==> config.mk <==
export PLATFORM = sky130hd
export DESIGN_NAME = counter_arbiter
export DESIGN_NICKNAME = d
export VERILOG_FILES = /design/src/rtl/counter_arbiter_pkg.sv /design/src/rtl/counter_arbiter_rr_picker.sv /design/src/rtl/counter_arbiter.sv
export SDC_FILE = /design/constraint.sdc
export NUM_CORES = 1
export LEC_CHECK = 0
export CAP_MARGIN = 10
export CELL_PAD_IN_SITES_DETAIL_PLACEMENT = 1
export CELL_PAD_IN_SITES_GLOBAL_PLACEMENT = 1
export CORE_MARGIN = 2
export CORE_UTILIZATION = 38
export DETAILED_ROUTE_END_ITERATION = 6
export PLACE_DENSITY_LB_ADDON = 0.1
export SYNTH_ARGS = -nofsm -noshare
export SYNTH_HDL_FRONTEND = slang
export SYNTH_SLANG_ARGS = --single-unit
==> constraint.sdc <==
create_clock -name clock -period 5.2 [get_ports clock]
set_clock_uncertainty 0.05 [all_clocks]
set_input_delay 1.04 -clock clock [delete_from_list [all_inputs] [get_ports clock]]
set_output_delay 1.04 -clock clock [all_outputs]
set_load 0.01 [all_outputs]
==> src/rtl/counter_arbiter_pkg.sv <==
// counter_arbiter_pkg: op/state encodings and default sizing shared by the arbiter files.
package counter_arbiter_pkg;

    localparam int DEFAULT_WIDTH      = 16;
    localparam int DEFAULT_REQUESTERS = 4;

    typedef enum logic [1:0] {
        OP_INC  = 2'd0,
        OP_DEC  = 2'd1,
        OP_LOAD = 2'd2,
        OP_HOLD = 2'd3
    } op_t;

    typedef enum logic {
        ST_IDLE = 1'b0,
        ST_EXEC = 1'b1
    } state_t;

endpackage

==> src/rtl/counter_arbiter_rr_picker.sv <==
// rr_picker: combinational search for the first set request at or after i_ptr (wrapping).
module rr_picker
    import counter_arbiter_pkg::*;
#(
    parameter int REQUESTERS = DEFAULT_REQUESTERS,
    parameter int IDW        = $clog2(REQUESTERS)
) (
    input  logic [REQUESTERS-1:0] i_req,
    input  logic [IDW-1:0]        i_ptr,
    output logic                  o_found,
    output logic [IDW-1:0]        o_idx
);

    logic [IDW-1:0] w_cand;

    always_comb begin
        o_found = 1'b0;
        o_idx   = '0;
        w_cand  = '0;
        // Scan farthest-first so the candidate nearest the pointer is written last and wins.
        for (int k = REQUESTERS - 1; k >= 0; k--) begin
            w_cand = IDW'((int'(i_ptr) + k) % REQUESTERS);
            if (i_req[w_cand]) begin
                o_found = 1'b1;
                o_idx   = w_cand;
            end
        end
    end

endmodule

==> src/rtl/counter_arbiter.sv <==
// counter_arbiter: shared counter updated by one arbitrated op per two cycles.
// Define COUNTER_ARBITER_FIXED_PRIORITY_EN for lowest-index-wins arbitration (no pointer).
module counter_arbiter
    import counter_arbiter_pkg::*;
#(
    parameter int  WIDTH      = DEFAULT_WIDTH,
    parameter int  REQUESTERS = DEFAULT_REQUESTERS,
    localparam int IDW        = $clog2(REQUESTERS)
) (
    input  logic                        clock,
    input  logic                        reset_,
    input  logic [REQUESTERS-1:0]       req_valid,
    input  logic [2*REQUESTERS-1:0]     req_op,
    input  logic [WIDTH*REQUESTERS-1:0] req_data,
    output logic [REQUESTERS-1:0]       req_ready,
    output logic [WIDTH-1:0]            value,
    output logic                        busy,
    output logic [IDW-1:0]              last_id
);

    state_t           r_state, w_state_d;
    logic [IDW-1:0]   r_idx, w_idx_d;
    op_t              r_op, w_op_d;
    logic [WIDTH-1:0] r_data, w_data_d;
    logic [WIDTH-1:0] r_value, w_value_d;
    logic [IDW-1:0]   r_last_id, w_last_id_d;
    logic [IDW-1:0]   w_ptr;
    logic             w_found;
    logic [IDW-1:0]   w_pick_idx;

    op_t              w_op_arr   [REQUESTERS];
    logic [WIDTH-1:0] w_data_arr [REQUESTERS];

    always_comb begin
        for (int i = 0; i < REQUESTERS; i++) begin
            w_op_arr[i]   = op_t'(req_op[2*i +: 2]);
            w_data_arr[i] = req_data[WIDTH*i +: WIDTH];
        end
    end

`ifdef COUNTER_ARBITER_FIXED_PRIORITY_EN
    assign w_ptr = '0;
`else
    logic [IDW-1:0] r_ptr, w_ptr_d;

    always_comb begin
        w_ptr_d = r_ptr;
        if (r_state == ST_EXEC) begin
            w_ptr_d = (r_idx == IDW'(REQUESTERS - 1)) ? '0 : r_idx + IDW'(1);
        end
    end

    always_ff @(posedge clock or posedge reset_) begin
        if (reset_) begin
            r_ptr <= '0;
        end else begin
            r_ptr <= w_ptr_d;
        end
    end

    assign w_ptr = r_ptr;
`endif

    rr_picker #(
        .REQUESTERS (REQUESTERS),
        .IDW        (IDW)
    ) u_picker (
        .i_req   (req_valid),
        .i_ptr   (w_ptr),
        .o_found (w_found),
        .o_idx   (w_pick_idx)
    );

    always_comb begin
        w_state_d   = r_state;
        w_idx_d     = r_idx;
        w_op_d      = r_op;
        w_data_d    = r_data;
        w_value_d   = r_value;
        w_last_id_d = r_last_id;
        unique case (r_state)
            ST_IDLE: begin
                if (w_found) begin
                    w_idx_d   = w_pick_idx;
                    w_op_d    = w_op_arr[w_pick_idx];
                    w_data_d  = w_data_arr[w_pick_idx];
                    w_state_d = ST_EXEC;
                end
            end
            ST_EXEC: begin
                unique case (r_op)
                    OP_INC:  w_value_d = r_value + WIDTH'(1);
                    OP_DEC:  w_value_d = r_value - WIDTH'(1);
                    OP_LOAD: w_value_d = r_data;
                    default: w_value_d = r_value;
                endcase
                w_last_id_d = r_idx;
                w_state_d   = ST_IDLE;
            end
            default: w_state_d = ST_IDLE;
        endcase
    end

    always_ff @(posedge clock or posedge reset_) begin
        if (reset_) begin
            r_state   <= ST_IDLE;
            r_idx     <= '0;
            r_op      <= OP_HOLD;
            r_data    <= '0;
            r_value   <= '0;
            r_last_id <= '0;
        end else begin
            r_state   <= w_state_d;
            r_idx     <= w_idx_d;
            r_op      <= w_op_d;
            r_data    <= w_data_d;
            r_value   <= w_value_d;
            r_last_id <= w_last_id_d;
        end
    end

    // Outputs decode registered state only, keeping req_* off any output path.
    always_comb begin
        req_ready = '0;
        if (r_state == ST_EXEC) begin
            req_ready[r_idx] = 1'b1;
        end
    end

    assign busy    = (r_state == ST_EXEC);
    assign value   = r_value;
    assign last_id = r_last_id;

endmodule
## Word level (Yosys, flattened, before mapping)

Index checks and enable logic that the tools add are counted.

- Bits in writable memories: 0
- Memories kept: 0
- Input port bits: 78
- Register bits after elaboration: 41
- Output and inout port bits: 23
- Logic and storage cells: 59
- Latch bits: 0
- Bits in read-only memories: 0

- Reductions and logical operators: 5
- Add/sub/neg operators: 6
- Muxes and demuxes: 29
- Divide/modulo/power cells: 0
- Order comparisons: 7
- Bitwise operators: 2
- Equality and inequality tests: 3
- Shifts and indexed selects: 0
- Multiply operators: 0

Operators with widths:

| cell | count |
|---|---|
| $pmux 16 s3 | 1 |
| $bmux 16 s2 | 1 |
| $mux 16 | 2 |
| $add 16x1->16 const B | 1 |
| $sub 16x1->16 const B | 1 |
| $lt 2x3->1 const B | 5 |
| $mux 2 | 7 |
| $mux 1 | 10 |
| $bmux 1 s2 | 4 |
| $add 2x1->2 const B | 2 |
| $add 2x2->2 const B | 2 |
| $bmux 2 s2 | 1 |
| $eq 2x2->1 const B | 2 |
| $mux 4 | 1 |
| $reduce_and 2->1 | 2 |
| $ge 3x3->1 const B | 1 |
| $not 2->3 | 1 |
| $reduce_bool 3->1 | 1 |
| $demux 1 s2 | 1 |
| $eq 2x1->1 const B | 1 |
| $ge 2x1->1 const B | 1 |
| $logic_not 2->1 | 1 |
| $pmux 1 s2 | 1 |
| $logic_and 1x1->1 | 1 |
| $not 1->1 | 1 |

## Depth between registers and ports, before layout

Gate-level depths: netlist of the first run.

- Depth in word-level cells: 11
- Mapped depth: 11
- Gate-level depth less buffers: 9

## By module

From an unflattened synthesis of the first run, not the netlist that was laid out.

- Cell total of the unflattened synthesis: 332
- Area, all modules: 3175.5 µm²

Modules (own cells, without submodules):

| module | times used | sequential area each (µm²) | area each (µm²) | cells an instance |
|---|---|---|---|---|
| counter_arbiter | 1 | 1028.5 | 3098.0 | 319 |
| rr_picker | 1 | 0.0 | 77.6 | 13 |

## Least setup slack after synthesis of the first run

Ideal clock, no wire load.

- Path kind: register to register
- Start point: reg r_op[1]
- End point: reg r_value[10] (netlist: value[10])
- Data required time: 5009 ps
- Library setup time: 141 ps
- Path slack: 2611 ps
- Buffers on the path: 2
- Stages on the path, launching flop included: 11
- Clock period less this slack: 2589 ps
- Arrival time: 2398 ps
- Cell sequence: dfstp_2 buf_2 nand2b_1 clkbuf_1 xnor2_1 ha_1 o21a_1 o221a_4 mux2_4 nor4b_2 a211oi_1

- Word-level cells in the longest chain between the ends: 3
- Elaborated cells on any way between the ends: 6
- Those cells by class: 2 x eq/ne; 1 x mux; 3 x reduce/logical

Ends and longest elaborated chain:

| item | RTL line | RTL |
|---|---|---|
| start, declared | counter_arbiter.sv:23 | `op_t r_op, w_op_d;` |
| start signal, assigned | counter_arbiter.sv:115 | `r_op <= w_op_d;` |
| $eq 2x2->1 (tied with other cells) | counter_arbiter.sv:91 | `unique case (r_op)` |
| $reduce_bool 3->1 (no line) | n/a |  |
| $reduce_and 2->1 (no line) | n/a |  |
| end signal, assigned | counter_arbiter.sv:117 | `r_value <= w_value_d;` |
| end, declared | counter_arbiter.sv:25 | `logic [WIDTH-1:0] r_value, w_value_d;` |

Parallel ways exist; a longest one is shown, timed or not.
A chain may end at the register's enable or synchronous reset.

## Worst setup path after layout of the first run

- Start point: in req_valid[0]
- End point: reg r_data[2]

- Word-level cells in the longest chain between the ends: 10
- Elaborated cells on any way between the ends: 21
- Those cells by class: 19 x mux; 1 x bitwise; 1 x reduce/logical

Ends and longest elaborated chain:

| item | RTL line | RTL |
|---|---|---|
| start, declared | counter_arbiter.sv:12 | `input logic [REQUESTERS-1:0] req_valid,` |
| $bmux 1 s2 | counter_arbiter_rr_picker.sv:23 | `if (i_req[w_cand]) begin` |
| $mux 1 (implied by the code) | counter_arbiter_rr_picker.sv:23 |  |
| $mux 2 (4 in series) | counter_arbiter_rr_picker.sv:23 |  |
| $not 2->3 (implied by the code) | counter_arbiter.sv:86 | `w_data_d = w_data_arr[w_pick_idx];` |
| $bmux 16 s2 | counter_arbiter.sv:86 |  |
| $mux 16 (implied by the code) (2 in series) | counter_arbiter.sv:86 |  |
| end signal, assigned | counter_arbiter.sv:116 | `r_data <= w_data_d;` |
| end, declared | counter_arbiter.sv:24 | `logic [WIDTH-1:0] r_data, w_data_d;` |

Parallel ways exist; a longest one is shown, timed or not. The select of a mux whose other input is x is not followed.

==> results.cfg, run 1 <==
[pwr]
power_frac_comb = 0.560
clkPwrFrac = 0.116
leakage_nw = 1.83
peakVddDrop_mv = 0.157
seq_power_share = 0.324
sw_frac_of_total = 0.442
power_density_nw_per_um2 = 530
switchingPower_mw = 1.06
power.internal_mw = 1.33

[floorplanning]
core-area_sq_um = 8590
initial_core_util = 0.387
io_pins = 101
fp-row-count = 34
die_h_um = 97.6
die_area_sq_um = 9520
die_w_um = 97.6

[run_status]
status = finished clean

[logic_synthesis]
synth_nets = 442
synth_mux_area_frac = 0.266
postSynthAreaPerCell_sq_um = 9.27
synth_area_leader_cell = dfrtp_1
yosysMostFrequentCell = mux2i_1
synth_common_cells = 61 x mux2i_1, 39 x dfrtp_1, 23 x a21oi_1, 23 x mux2_2, 18 x clkbuf_1
synth_top_family_by_area = multiplexers
synth_cells = 359
netlist.area_leader.share = 0.293
synth_area_sq_um = 3330
synthFlopType = dfrtp_1
synth_seq_area_share = 0.309
ys_seq_elements = 41
yosys.area_share.adder = 0.0188
synthSimpleGateAreaFrac = 0.162
synth_compound_area_frac = 0.176
ys_top_cells_by_area = dfrtp_1 29%, mux2i_1 18%, mux2_2 7.8%
ys_async_sr_fraction = 1.00
ys_warn_count = 0
synthXorXnorAreaFrac = 0.0132
ys_types = 59
synth-edff-count = 0

[finish]
drive_above_1_share = 0.117
final-seq-area_sq_um = 1030
fin_nets = 525
multi_input_area_sq_um = 2130
area_growth_pct = 35.7
stdcell_count = 551
final_cell_area_sq_um = 4520
nFillCells = 980
n_antenna_cell = 0

[routing]
ant_nets = 0
wl_per_cell_um = 18.2
totalWireLength_um = 10100
vias = 3188
dr.pass1.iters = 4
drt_iter0_drc = 134
vias_per_cell = 5.79
route.detailed.drc = 0

[sta]
finalSetupViolations = 0
worst_slew_pin_slew_ns = 0.858
timing.fmax_mhz = 301
fin_tns_setup_ns = 0
timing.slew.headroom = 0.423
setup_ws_ns = 1.88
finalCriticalPeriod_ns = 3.32
timing_max_transition_violations_final = 0
finalHoldViolations = 0
post-route-period-util = 0.639
rsz0062_at_grt = no

[place]
gp_congestion = 0.804
placed_area_sq_um = 4400
hpwl_um = 7460
portBuffers = 100
dp.cells = 543
dp_slack_ns = 1.52

[critical_path]
reg2regPathDepth = 6
path_depth = 8
critPathMaxStageDelay_ns = 0.52
crit_fanout = 22
required_ns = 5.34
cp.arrival_ns = 3.46
r2r_slack_ns = 1.98
crit_type = in -> reg
crit_path_end_kind = flip-flop
path_buf_inv = 2
cpMaxStageDelayCell = clkdlybuf4s50_1
startpoint_type = input pin
cp_top_family = buffers and inverters
crit_chain = clkdlybuf4s50_1 -> nor2b_1 -> nor2_1 -> o22ai_4 -> buf_4 -> mux2i_1 -> mux2i_1 -> mux2_2
crit_top_cell = mux2i_1

[clock_tree]
cts-root-buf = clkbuf_8
tritoncts = built
clock_path_buffers = 2
clk_pin_slew_ns = 0.09
htreeDepth = 2
cts_setup_buffers = 0
numCtsBuffers = 5
cts_resized = 0
ctsHoldBuffers = 0
clkLatencyLatePin_ns = 0.30
cts_sinks = 41

[global_routing]
grt_pass1_wl_um = 16700
grt_usage = 0.214
antenna_found_initial = 0
grt_start_max_net_pins = 44
grt_pass1_vias = 3266
gr-total-overflow = 0

[worst_hold_path]
min_path_cells = 1
min_path_type = reg -> reg

[flow_run]
drv_cap = 0
-- metal layers --
layer | GRT usage | up-vias | part of all wire
li1 | - | 1513 | -
met1 | 0.304 | 1564 | 0.46
met2 | 0.341 | 102 | 0.47
met3 | 0.0439 | 9 | 0.062
met4 | 0.0406 | 0 | 0.0096
met5 | 0 | - | 0
-- final timing paths --
kind,startpoint,to
worst max-delay path,req_valid[0],r_data[2]
worst min-delay path,last_id[0],last_id[0]
worst max register to register,r_op[0],value[11]
worst min register to register,last_id[0],last_id[0]
max in group asynchronous,reset_,value[9]
min in group asynchronous,reset_,r_data[0]
-- registers in the layout, indices dropped and copies added (netlist names) --
name	cells
busy	1
last_id	2
r_data	16
r_idx	2
r_op	2
r_ptr	2
value	16
-- power groups by stage --
stage | Clock [mW] | Combinational [mW] | Sequential [mW]
floorplan | 0 | 1.02 | 0.628
global placement | 0 | 1.31 | 0.764
detailed placement | 0 | 1.35 | 0.776
CTS | 0.284 | 1.35 | 0.771
global route | 0.298 | 1.48 | 0.813
finish | 0.277 | 1.34 | 0.775
-- area by class of cell --
class | count | area share
multi-input combinational | 275 | 0.472
clock buffer | 6 | 0.0183
tap | 108 | 0.0299
inverter | 12 | 0.00998
sequential | 41 | 0.228
clock inverter | 2 | 0.00831
timing repair buffer | 107 | 0.233
-- through the flow --
step,utilization,total power [mW],hold slack [ns]
5_1_grt,0.525,2.59,0.498
2_1_floorplan,-,1.65,0.430
3_5_place_dp,0.512,2.12,0.450
6_report,0.525,2.39,0.465
4_1_cts,0.525,2.41,0.472
3_3_place_gp,0.512,2.07,0.445
-- worst reg2reg max path, cell delays in order (launching register included) --
cell       delay [ns]
dfstp_2          0.91
nor2b_1          0.71
o21ai_0          0.39
a22oi_2          0.43
mux2i_1          0.33
o21ai_0          0.12
o2bb2ai_1        0.17
-- cells in the final DEF, fill, tap and decap left out, types with 6 or more instances in the layout --
master / count
o22ai_1: 7
mux2_2: 23
clkdlybuf4s50_1: 100
nand3_1: 9
mux2i_1: 61
buf_4: 7
nor2_1: 15
a21oi_1: 22
nand2_1: 17
nor3_1: 9
nor4_1: 6
inv_1: 11
and2_1: 7
o21ai_0: 14
clkbuf_8: 6
dfrtp_1: 39
-- cell families after synthesis --
| family | count (synthesis) |
|---|---|
| flops | 41 |
| fa+ha+maj | 5 |
| buf+inv | 43 |
| mux | 85 |
| xor+xnor | 5 |
| simple gates | 96 |
| compound gates | 84 |
Power figures use the tool's default switching activity.
==> inputs of run 2 (changes only) <==
- CORE_UTILIZATION: 38 -> 32
- clock period: 5.2 -> 2.8 ns (I/O delays scaled with it)
==> results.cfg, run 2 (same netlist as run 1, synthesis figures left out) <==
[clock_tree]
ctsHoldBuffers = 0
cts-root-buf = clkbuf_8
clock_path_buffers = 2
clk_pin_slew_ns = 0.09
numCtsBuffers = 5
tritoncts = built
cts_setup_buffers = 0
clkLatencyLatePin_ns = 0.30
htreeDepth = 2
cts_sinks = 41
cts_resized = 0

[critical_path]
path_buf_inv = 0
critPathMaxStageDelay_ns = 0.66
r2r_slack_ns = 0.28
crit_type = reg -> reg
cpMaxStageDelayCell = dfstp_2
crit_path_end_kind = flip-flop
cp_top_family = flip-flops
crit_fanout = 11
crit_chain = nand2b_1 -> xnor2_1 -> ha_1 -> nand4_1 -> nand2_1 -> o221a_4 -> mux2_4 -> nor4b_2 -> a211oi_1
startpoint_type = flip-flop
cp.arrival_ns = 2.64
required_ns = 2.92

[floorplanning]
fp-row-count = 37
io_pins = 101
die_area_sq_um = 11200
die_w_um = 106
core-area_sq_um = 10200
die_h_um = 106
initial_core_util = 0.325

[finish]
fin_nets = 541
nFillCells = 1171
drive_above_1_share = 0.148
final_common_cell = clkdlybuf4s50_1
final_cell_area_sq_um = 4700
stdcell_count = 595
n_antenna_cell = 0
final_cell_mix = 100 x clkdlybuf4s50_1, 61 x mux2i_1, 39 x dfrtp_1
area_growth_pct = 41.1

[place]
portBuffers = 100
gp_congestion = 0.815
hpwl_um = 8090
placed_area_sq_um = 4580
dp.cells = 587

[sta]
rsz0062_at_grt = no
timing.slew.headroom = 0.641
finalCriticalPeriod_ns = 2.52
finalHoldViolations = 0
timing_max_transition_violations_final = 0
post-route-period-util = 0.902
fin_tns_setup_ns = 0
finalSetupViolations = 0
worst_slew_pin_slew_ns = 0.539
timing.fmax_mhz = 396

[worst_hold_path]
min_path_type = reg -> reg

[pwr]
power_density_nw_per_um2 = 998
clkPwrFrac = 0.112
sw_frac_of_total = 0.438
switchingPower_mw = 2.05
power_frac_comb = 0.603
peakVddDrop_mv = 0.269
leakage_nw = 1.91
seq_power_share = 0.285
power.internal_mw = 2.64

[global_routing]
grt_pass1_wl_um = 17600
grt_start_max_net_pins = 42
grt_usage = 0.195
grt_pass1_vias = 3403
antenna_found_initial = 0
gr-total-overflow = 0

[routing]
ant_nets = 0
totalWireLength_um = 10600
dr.pass1.iters = 4
drt_iter0_drc = 121
wl_per_cell_um = 17.8
vias_per_cell = 5.50
vias = 3271
route.detailed.drc = 0

[flow_run]
drv_cap = 0

[run_status]
status = finished clean
[run 2: cell type report]
cell class              instances  area [sq um]  share of cell area
multi-input cells             275          2130               0.454
repair buffers                123          1200               0.255
flip-flops and latches         41          1030               0.219
well taps                     136           170              0.0362
clock buffers                   6          82.6              0.0176
inverters                      12          45.0             0.00959
clock inverters                 2          37.5             0.00799
[run 2: metrics by stage]
step / setup slack, ns / hold slack (ns) / power, mW / util
after floorplan: 0.211 / 0.430 / 3.06 / -
after global placement: 0.215 / 0.442 / 4.09 / 0.447
after detailed placement: 0.144 / 0.455 / 4.18 / 0.447
after CTS: 0.246 / 0.483 / 4.72 / 0.459
after global routing: 0.0505 / 0.493 / 5.05 / 0.459
final: 0.275 / 0.475 / 4.69 / 0.459
[run 2: final timing paths]
path                       startpoint         to  depth (start not counted)
min in group asynchronous      reset_   value[1]                          3
hold reg to reg             r_data[6]  r_data[6]                          1
setup / recovery              r_op[1]  value[10]                          9
hold / removal              r_data[6]  r_data[6]                          1
setup reg to reg              r_op[1]  value[10]                          9
max in group asynchronous      reset_    r_op[0]                          3
[run 2: power by group through the flow]
| stage | clock [mW] | sequential (mW) | combinational [mW] |
|---|---|---|---|
| after floorplan | 0 | 1.17 | 1.90 |
| after global placement | 0 | 1.33 | 2.76 |
| after detailed placement | 0 | 1.34 | 2.84 |
| after CTS | 0.535 | 1.33 | 2.86 |
| after global routing | 0.553 | 1.39 | 3.11 |
| final | 0.524 | 1.34 | 2.83 |
[run 2: routing by layer]
layer / GRT usage / share of wire
met5: 0 / 0
met4: 0.0451 / 0.012
met3: 0.0405 / 0.055
met2: 0.326 / 0.47
met1: 0.260 / 0.46
